### src/rtl/regfile_write_arbiter.sv
// regfile_write_arbiter
//   Shares the single register-file write port between the ALU writeback
//   (req0) and the load writeback (req1) using round-robin arbitration over
//   valid/ready handshakes. Drives a registered write port into the bank and
//   keeps a pending-write scoreboard for issue-stage hazard detection.
//
// Ports
//   clk, rst_n                      clock, asynchronous active-low reset
//   reqValid0/reqAddr0/reqData0     ALU writeback request
//   reqReady0                       ALU request accepted this cycle
//   reqValid1/reqAddr1/reqData1     load writeback request
//   reqReady1                       load request accepted this cycle
//   resvEn/resvAddr                 issue stage reserves a destination register
//   writeEn/writeAddr/writeData     registered register-file write port
//   busyMask                        bit r set while a write to r is pending
//   resvConflict                    one-cycle pulse: reservation hit a busy register
module regfile_write_arbiter #(
    parameter int BIT_WIDTH  = 32,
    parameter int ADDR_WIDTH = 5,
    localparam int NREG      = 2 ** ADDR_WIDTH
) (
    input  logic                  clk,
    input  logic                  rst_n,
    input  logic                  reqValid0,
    input  logic [ADDR_WIDTH-1:0] reqAddr0,
    input  logic [BIT_WIDTH-1:0]  reqData0,
    output logic                  reqReady0,
    input  logic                  reqValid1,
    input  logic [ADDR_WIDTH-1:0] reqAddr1,
    input  logic [BIT_WIDTH-1:0]  reqData1,
    output logic                  reqReady1,
    input  logic                  resvEn,
    input  logic [ADDR_WIDTH-1:0] resvAddr,
    output logic                  writeEn,
    output logic [ADDR_WIDTH-1:0] writeAddr,
    output logic [BIT_WIDTH-1:0]  writeData,
    output logic [NREG-1:0]       busyMask,
    output logic                  resvConflict
);

    // rrPtr = 0: req0 wins a tie; rrPtr = 1: req1 wins a tie.
    logic                  rrPtr;
    logic                  fire;
    logic [ADDR_WIDTH-1:0] winAddr;
    logic [BIT_WIDTH-1:0]  winData;

    // Grants depend only on valids and the pointer, so at most one is high.
    always_comb begin
        reqReady0 = reqValid0 && (!reqValid1 || !rrPtr);
        reqReady1 = reqValid1 && (!reqValid0 ||  rrPtr);
        fire      = reqReady0 || reqReady1;
        winAddr   = reqReady1 ? reqAddr1 : reqAddr0;
        winData   = reqReady1 ? reqData1 : reqData0;
    end

    always_ff @(posedge clk or negedge rst_n) begin
        if (!rst_n) begin
            rrPtr     <= 1'b0;
            writeEn   <= 1'b0;
            writeAddr <= '0;
            writeData <= '0;
        end else begin
            writeEn <= fire && (winAddr != '0);
            if (fire) begin
                rrPtr     <= reqReady0;   // point at the requester that did not win
                writeAddr <= winAddr;
                writeData <= winData;
            end
        end
    end

    // Scoreboard. A bit clears on the edge the bank actually writes, so it
    // drops exactly when the data becomes visible. A same-edge reservation
    // of that register wins over the clear.
    logic [NREG-1:0] setVec;
    logic [NREG-1:0] clrVec;

    always_comb begin
        setVec = '0;
        clrVec = '0;
        if (resvEn)  setVec[resvAddr]  = 1'b1;
        if (writeEn) clrVec[writeAddr] = 1'b1;
        setVec[0] = 1'b0;
    end

    always_ff @(posedge clk or negedge rst_n) begin
        if (!rst_n) begin
            busyMask <= '0;
        end else begin
            busyMask <= ((busyMask & ~clrVec) | setVec) & ~NREG'(1);
        end
    end

    // A reservation onto a register still pending (and not being written
    // this edge) means two producers overlap; flag it for one cycle.
    always_ff @(posedge clk or negedge rst_n) begin
        if (!rst_n) begin
            resvConflict <= 1'b0;
        end else begin
            resvConflict <= resvEn && (resvAddr != '0) && busyMask[resvAddr]
                            && !clrVec[resvAddr];
        end
    end

endmodule

### config.mk
export PLATFORM = sky130hd
export DESIGN_NAME = regfile_write_arbiter
export DESIGN_NICKNAME = d
export VERILOG_FILES = /design/src/rtl/regfile_write_arbiter.sv
export SDC_FILE = /design/constraint.sdc
export NUM_CORES = 1
export LEC_CHECK = 0
export CORE_MARGIN = 4
export CORE_UTILIZATION = 45
export CTS_CLUSTER_DIAMETER = 50
export CTS_CLUSTER_SIZE = 16
export DETAILED_ROUTE_END_ITERATION = 10
export PLACE_DENSITY = 0.91
export REMOVE_ABC_BUFFERS = 1
export SYNTH_ARGS = -nofsm -noshare
export SYNTH_HDL_FRONTEND = slang
export SYNTH_SLANG_ARGS = --single-unit
### constraint.sdc
create_clock -name clk -period 3.5 [get_ports clk]
set_clock_uncertainty 0.1 [all_clocks]
set_input_delay 0.525 -clock clk [delete_from_list [all_inputs] [get_ports clk]]
set_output_delay 0.525 -clock clk [all_outputs]
set_load 0.01 [all_outputs]
==> results.cfg, run 1 <==
[placement]
place_congestion = 0.958
dpl.hpwl_um = 8610
portBuffers = 155

[worst_setup_path]
critPathArrivalTime_ns = 1.88
crit_path_start_kind = primary input
cp-end-kind = primary output
critPathMaxFanout = 6
worstSetupPathType = in2out
cp.required_ns = 2.87
reg2reg_depth = 3

[synth]
yosysMostFrequentCell = nor2_1
synth_area_per_cell_um2 = 9.32
synth_cell_types = 34
ys.flop_type = dfrtp_1
synth_edf_count = 0
synth_area_leaders = dfrtp_1 53%, o21ai_0 9.5%, nor2_1 8.1%, o22ai_1 6.7%, mux2i_1 3.3%
yosys-top-cells-count = 72 x nor2_1, 71 x dfrtp_1, 64 x o21ai_0
ys_seq_area_frac = 0.530
synth-seq-cells = 71
ys_async_sr_fraction = 1.00
syn_area_um2 = 3350
yosys.area.top_type_share = 0.530
synthCells = 360
yosysWarnings = 0
synth_top_area_cell = dfrtp_1

[power_and_ir_drop]
p_leak_nw = 2.02
ir_drop_v = 0.000262
cellPowerDensity_nw_per_um2 = 598

[die]
fp.dieH_um = 94.3
coreArea_um2 = 7250
start_util = 0.462
die_w_um = 94.3
pin_count = 157
fp.dieArea_um2 = 8900
row_count = 31

[sta]
final_max_slew_viol_count = 0
tns_ns = 0
tightest_slew_ns = 0.848
finalCritPeriodShare = 0.714
slew_headroom = 0.434
holdWs_ns = 0.189
setup_viol = 0
max_freq_mhz = 400
rsz0062_at_grt = no
hold_viol = 0
fin_crit_ns = 2.50

[cts]
cts_hold_buf = 0
path_clk_slew_ns = 0.08
root_buffer = clkbuf_8
clock_sinks = 71
worstSkewPairLatency_ns = 0.34
cts_resized = 0
cts_max_level = 3
cts_tree = yes
numCtsBuffers = 9
postCtsSetupRepairBufs = 0
clk_path_buf_depth = 2

[routing]
post_drt_via_cell_ratio = 5.72
ant_nets = 0
routed-via-count = 3501
firstDrtPassIters = 5
drtIter0Drc = 207
drc = 0
totalWireLength_um = 11600
routedWlPerCell_um = 18.9

[layout]
multiInputGateArea_um2 = 1440
antenna_cells = 0
seqCellArea_um2 = 1780
syn2layout_area_growth_pct = 52.7
fin_nets = 592
drive_gt1_frac = 0.0546
fillers = 533

[status]
status = complete, no violations

[global_routing]
grt-ovfl-total = 0
antenna_found_initial = 0
grt_usage = 0.262
grt_pass1_vias = 3642
grt_max_degree = 44
grt_first_pass_wirelength_um = 18100

[flow_run]
max-cap-violations = 0

[hold_path]
hp-class = in2async
cells in the final DEF, fill, tap and decap left out, types with 2 or more instances in the layout:
cell type and instances:
nor2b_1 2, nand2_1 18, inv_1 5, or3b_1 4, o22ai_1 36, dfrtp_1 71
clkbuf_1 2, xnor2_1 4, clkbuf_8 11, a31oi_1 5, nand3_1 8, clkdlybuf4s50_1 154
or3_1 2, mux4_2 2, a21oi_1 3, nand3b_1 10, o21ai_0 64, or3b_2 3
clkinv_2 2, nor3_1 5, nor2_1 72, mux2i_1 11, or4_1 2, buf_4 5
routing by layer:
metal  GRT usage  part of all wire
met1       0.311              0.37
met2       0.436              0.49
met3      0.0908              0.12
met4       0.106             0.027
met5           0                 0
registers in the layout (all words and copies together), names as in the netlist:
register and flops:
busyMask 31, resvConflict 1, writeData 32, writeAddr 5
rrPtr 1, writeEn 1
cell families (layout without fill, tap and decap cells):
kind of cell           count (synthesis)  after routing  share of synthesized area
XOR/XNOR                               4              4                     0.0104
buffers and inverters                 28            181                     0.0403
other                                  1              1                    0.00112
AND/OR/NAND/NOR                      130            130                      0.182
multiplexers                          13             13                     0.0463
AO/OA/AOI/OAI                        113            113                      0.190
flip-flops                            71             71                      0.530
power breakdown:
group,switching [mW],total [mW],internal (mW)
Clock,0.297,0.591,0.294
Sequential,0.233,1.29,1.06
Combinational,0.506,1.18,0.671
Total,1.04,3.06,2.03
metrics by stage:
stage | worst slack [ns] | cells | power (mW) | util | instance area, µm²
floorplan | 1.40 | 337 | 1.68 | - | 3240
global placement | 0.843 | 596 | 2.44 | 0.682 | 4950
detailed placement | 0.833 | 596 | 2.49 | 0.682 | 4950
CTS | 0.995 | 612 | 3.08 | 0.706 | 5120
global route | 0.927 | 612 | 3.24 | 0.706 | 5120
finish | 1.00 | 612 | 3.06 | 0.706 | 5120
area by class of cell:
type	instances	area share
multi-input combinational	261	0.282
timing repair buffer	160	0.309
inverter	5	0.00366
tap	99	0.0242
sequential	71	0.347
clock buffer	13	0.0310
clock inverter	3	0.00342
worst max-delay path, cell delays in order:
cell,delay (ns)
clkdlybuf4s50_1,0.46
nand2_1,0.08
nand2_1,0.07
inv_1,0.16
clkdlybuf4s50_1,0.58
path summary, 6_finish.rpt:
kind | start | to | slack, ns
setup / recovery | reqValid1 | reqReady0 | 1.0
hold / removal | rst_n | busyMask[19] | 0.19
setup reg to reg | writeAddr[4] | busyMask[17] | 1.77
hold reg to reg | writeData[31] | writeData[31] | 0.43
max in group asynchronous | rst_n | rrPtr | 2.34
min in group clk | writeData[31] | writeData[31] | 0.43
Note: power is estimated with default switching activity, not from simulation.
==> inputs of run 2 (changes only) <==
--- a/config.mk
+++ b/config.mk
@@ -6,11 +6,11 @@
 export NUM_CORES = 1
 export LEC_CHECK = 0
 export CORE_MARGIN = 4
-export CORE_UTILIZATION = 45
+export CORE_UTILIZATION = 41
 export CTS_CLUSTER_DIAMETER = 50
 export CTS_CLUSTER_SIZE = 16
 export DETAILED_ROUTE_END_ITERATION = 10
-export PLACE_DENSITY = 0.91
+export PLACE_DENSITY = 0.84
 export REMOVE_ABC_BUFFERS = 1
 export SYNTH_ARGS = -nofsm -noshare
 export SYNTH_HDL_FRONTEND = slang
==> constraint.sdc (replaced) <==
create_clock -name clk -period 2.55 [get_ports clk]
set_clock_uncertainty 0.1 [all_clocks]
set_input_delay 0.3825 -clock clk [delete_from_list [all_inputs] [get_ports clk]]
set_output_delay 0.3825 -clock clk [all_outputs]
set_load 0.01 [all_outputs]
==> run 2 against run 1 <==
Sequential power increased by 38%. Non-clock buffer count rose by 4. Via count up 0.91%. Critical path depth unchanged. First-iteration DRC count decreased by 31%. Cell count is 1.1% higher. Critical path type unchanged.
==> results.cfg, run 2 (synthesized netlist as in run 1, its figures left out) <==
[die]
coreArea_um2 = 7850
pin_count = 157
fp.dieH_um = 98.5
start_util = 0.427
fp.dieArea_um2 = 9690
die_w_um = 98.5
row_count = 32

[cts]
root_buffer = clkbuf_8
path_clk_slew_ns = 0.08
worstSkewPairLatency_ns = 0.34
cts_max_level = 3
clock_sinks = 71
numCtsBuffers = 9
cts_tree = yes
clk_path_buf_depth = 2

[sta]
tns_ns = 0
final_max_slew_viol_count = 0
max_freq_mhz = 442
rsz0062_at_grt = no
setup_viol = 0
hold_viol = 0
finalCritPeriodShare = 0.887
fin_crit_ns = 2.26
tightest_slew_ns = 0.694
slew_headroom = 0.537

[placement]
place_congestion = 0.919
portBuffers = 155
dpl.hpwl_um = 8690
dpl_cell_area_um2 = 5000

[global_routing]
grt_max_degree = 45
antenna_found_initial = 0
grt_pass1_vias = 3567
grt-ovfl-total = 0
grt_usage = 0.240
grt_first_pass_wirelength_um = 18600

[worst_setup_path]
cp_slowest_cell = clkdlybuf4s50_1
crit_family = buffers and inverters
crit_path_start_kind = primary input
cp-end-kind = primary output
path_cells = clkdlybuf4s50_1, nand2_1, nand2_1, inv_1, clkdlybuf4s50_1
critPathArrivalTime_ns = 1.78
worstSetupPathType = in2out
max_stage_delay_ns = 0.61
crit_buf_inv = 3
critPathMaxFanout = 6
cp.required_ns = 2.07

[power_and_ir_drop]
p_leak_nw = 2.07
ir_drop_v = 0.000388
cellPowerDensity_nw_per_um2 = 847

[routing]
drc = 0
ant_nets = 0
totalWireLength_um = 11900
firstDrtPassIters = 4
routed-via-count = 3533
routedWlPerCell_um = 19.2
post_drt_via_cell_ratio = 5.71
drtIter0Drc = 142

[hold_path]
hp-class = reg2reg

[layout]
most-common-layout-cells = 154 x clkdlybuf4s50_1, 72 x nor2_1, 71 x dfrtp_1
largest_reg_flops = 32
syn2layout_area_growth_pct = 55.9
final_area_um2 = 5230
final_common_cell = clkdlybuf4s50_1
fin_nets = 596
antenna_cells = 0
regMostFlops = writeData
top_regs = writeData x32, busyMask x31, writeAddr x5
drive_gt1_frac = 0.0600

[status]
status = complete, no violations

[flow_run]
max-cap-violations = 0
[run 2: metal layers]
metal  vias to the layer above  wire, µm  share of wire  GRT usage
met4                         0       249          0.021     0.0809
met3                        25      1350           0.11     0.0948
met2                       198      5570           0.47      0.399
met5                         -         0              0          0
li1                       1599         -              -          -
met1                      1711      4690           0.40      0.285
[run 2: report_power, final]
group          leakage (nW)  switching (mW)  internal (mW)  total [mW]
sequential            0.799           0.325           1.46        1.78
combinational          1.15           0.690          0.929        1.62
clock                 0.114           0.428          0.605        1.03
total                  2.07            1.44           2.99        4.43
[run 2: cell type report]
class,instances,area (µm²)
flip-flops and latches,71,1780
fillers,636,2620
repair buffers,164,1640
clock buffers,13,159
well taps,102,128
inverters,5,18.8
multi-input cells,261,1440
clock inverters,3,65.1
[run 2: through the flow]
stage | power (mW) | setup slack (ns) | hold slack, ns | std cells | util
global route | 4.64 | 0.207 | 0.469 | 619 | 0.667
floorplan | 2.31 | 0.705 | -0.0131 | 337 | -
detailed placement | 3.42 | 0.160 | 0.363 | 602 | 0.637
global placement | 3.38 | 0.194 | 0.343 | 602 | 0.637
CTS | 4.45 | 0.276 | 0.426 | 619 | 0.667
finish | 4.43 | 0.288 | 0.421 | 619 | 0.667
[run 2: final timing paths]
| path | to | from | cells after the start | slack, ns |
|---|---|---|---|---|
| max | reqReady0 | reqValid1 | 5 | 0.29 |
| min | writeData[5] | writeData[5] | 2 | 0.42 |
| max reg2reg | busyMask[17] | writeAddr[4] | 3 | 0.87 |
| min reg2reg | writeData[5] | writeData[5] | 2 | 0.42 |
| max in group asynchronous | writeData[2] | rst_n | 3 | 1.17 |
| min in group asynchronous | busyMask[24] | rst_n | 2 | 0.51 |
[run 2: worst reg2reg max path: stages, from the launching register on]
cell and delay [ns]:
dfrtp_1 0.64, or3b_2 0.53, o21ai_0 0.16, o21ai_0 0.11
[run 2: repair_timing]
action | in CTS | in global routing
hold buffers | 1 | 0
gates resized for setup | 0 | 0
setup buffers | 0 | 0
hold endpoints to repair | 27 | 0
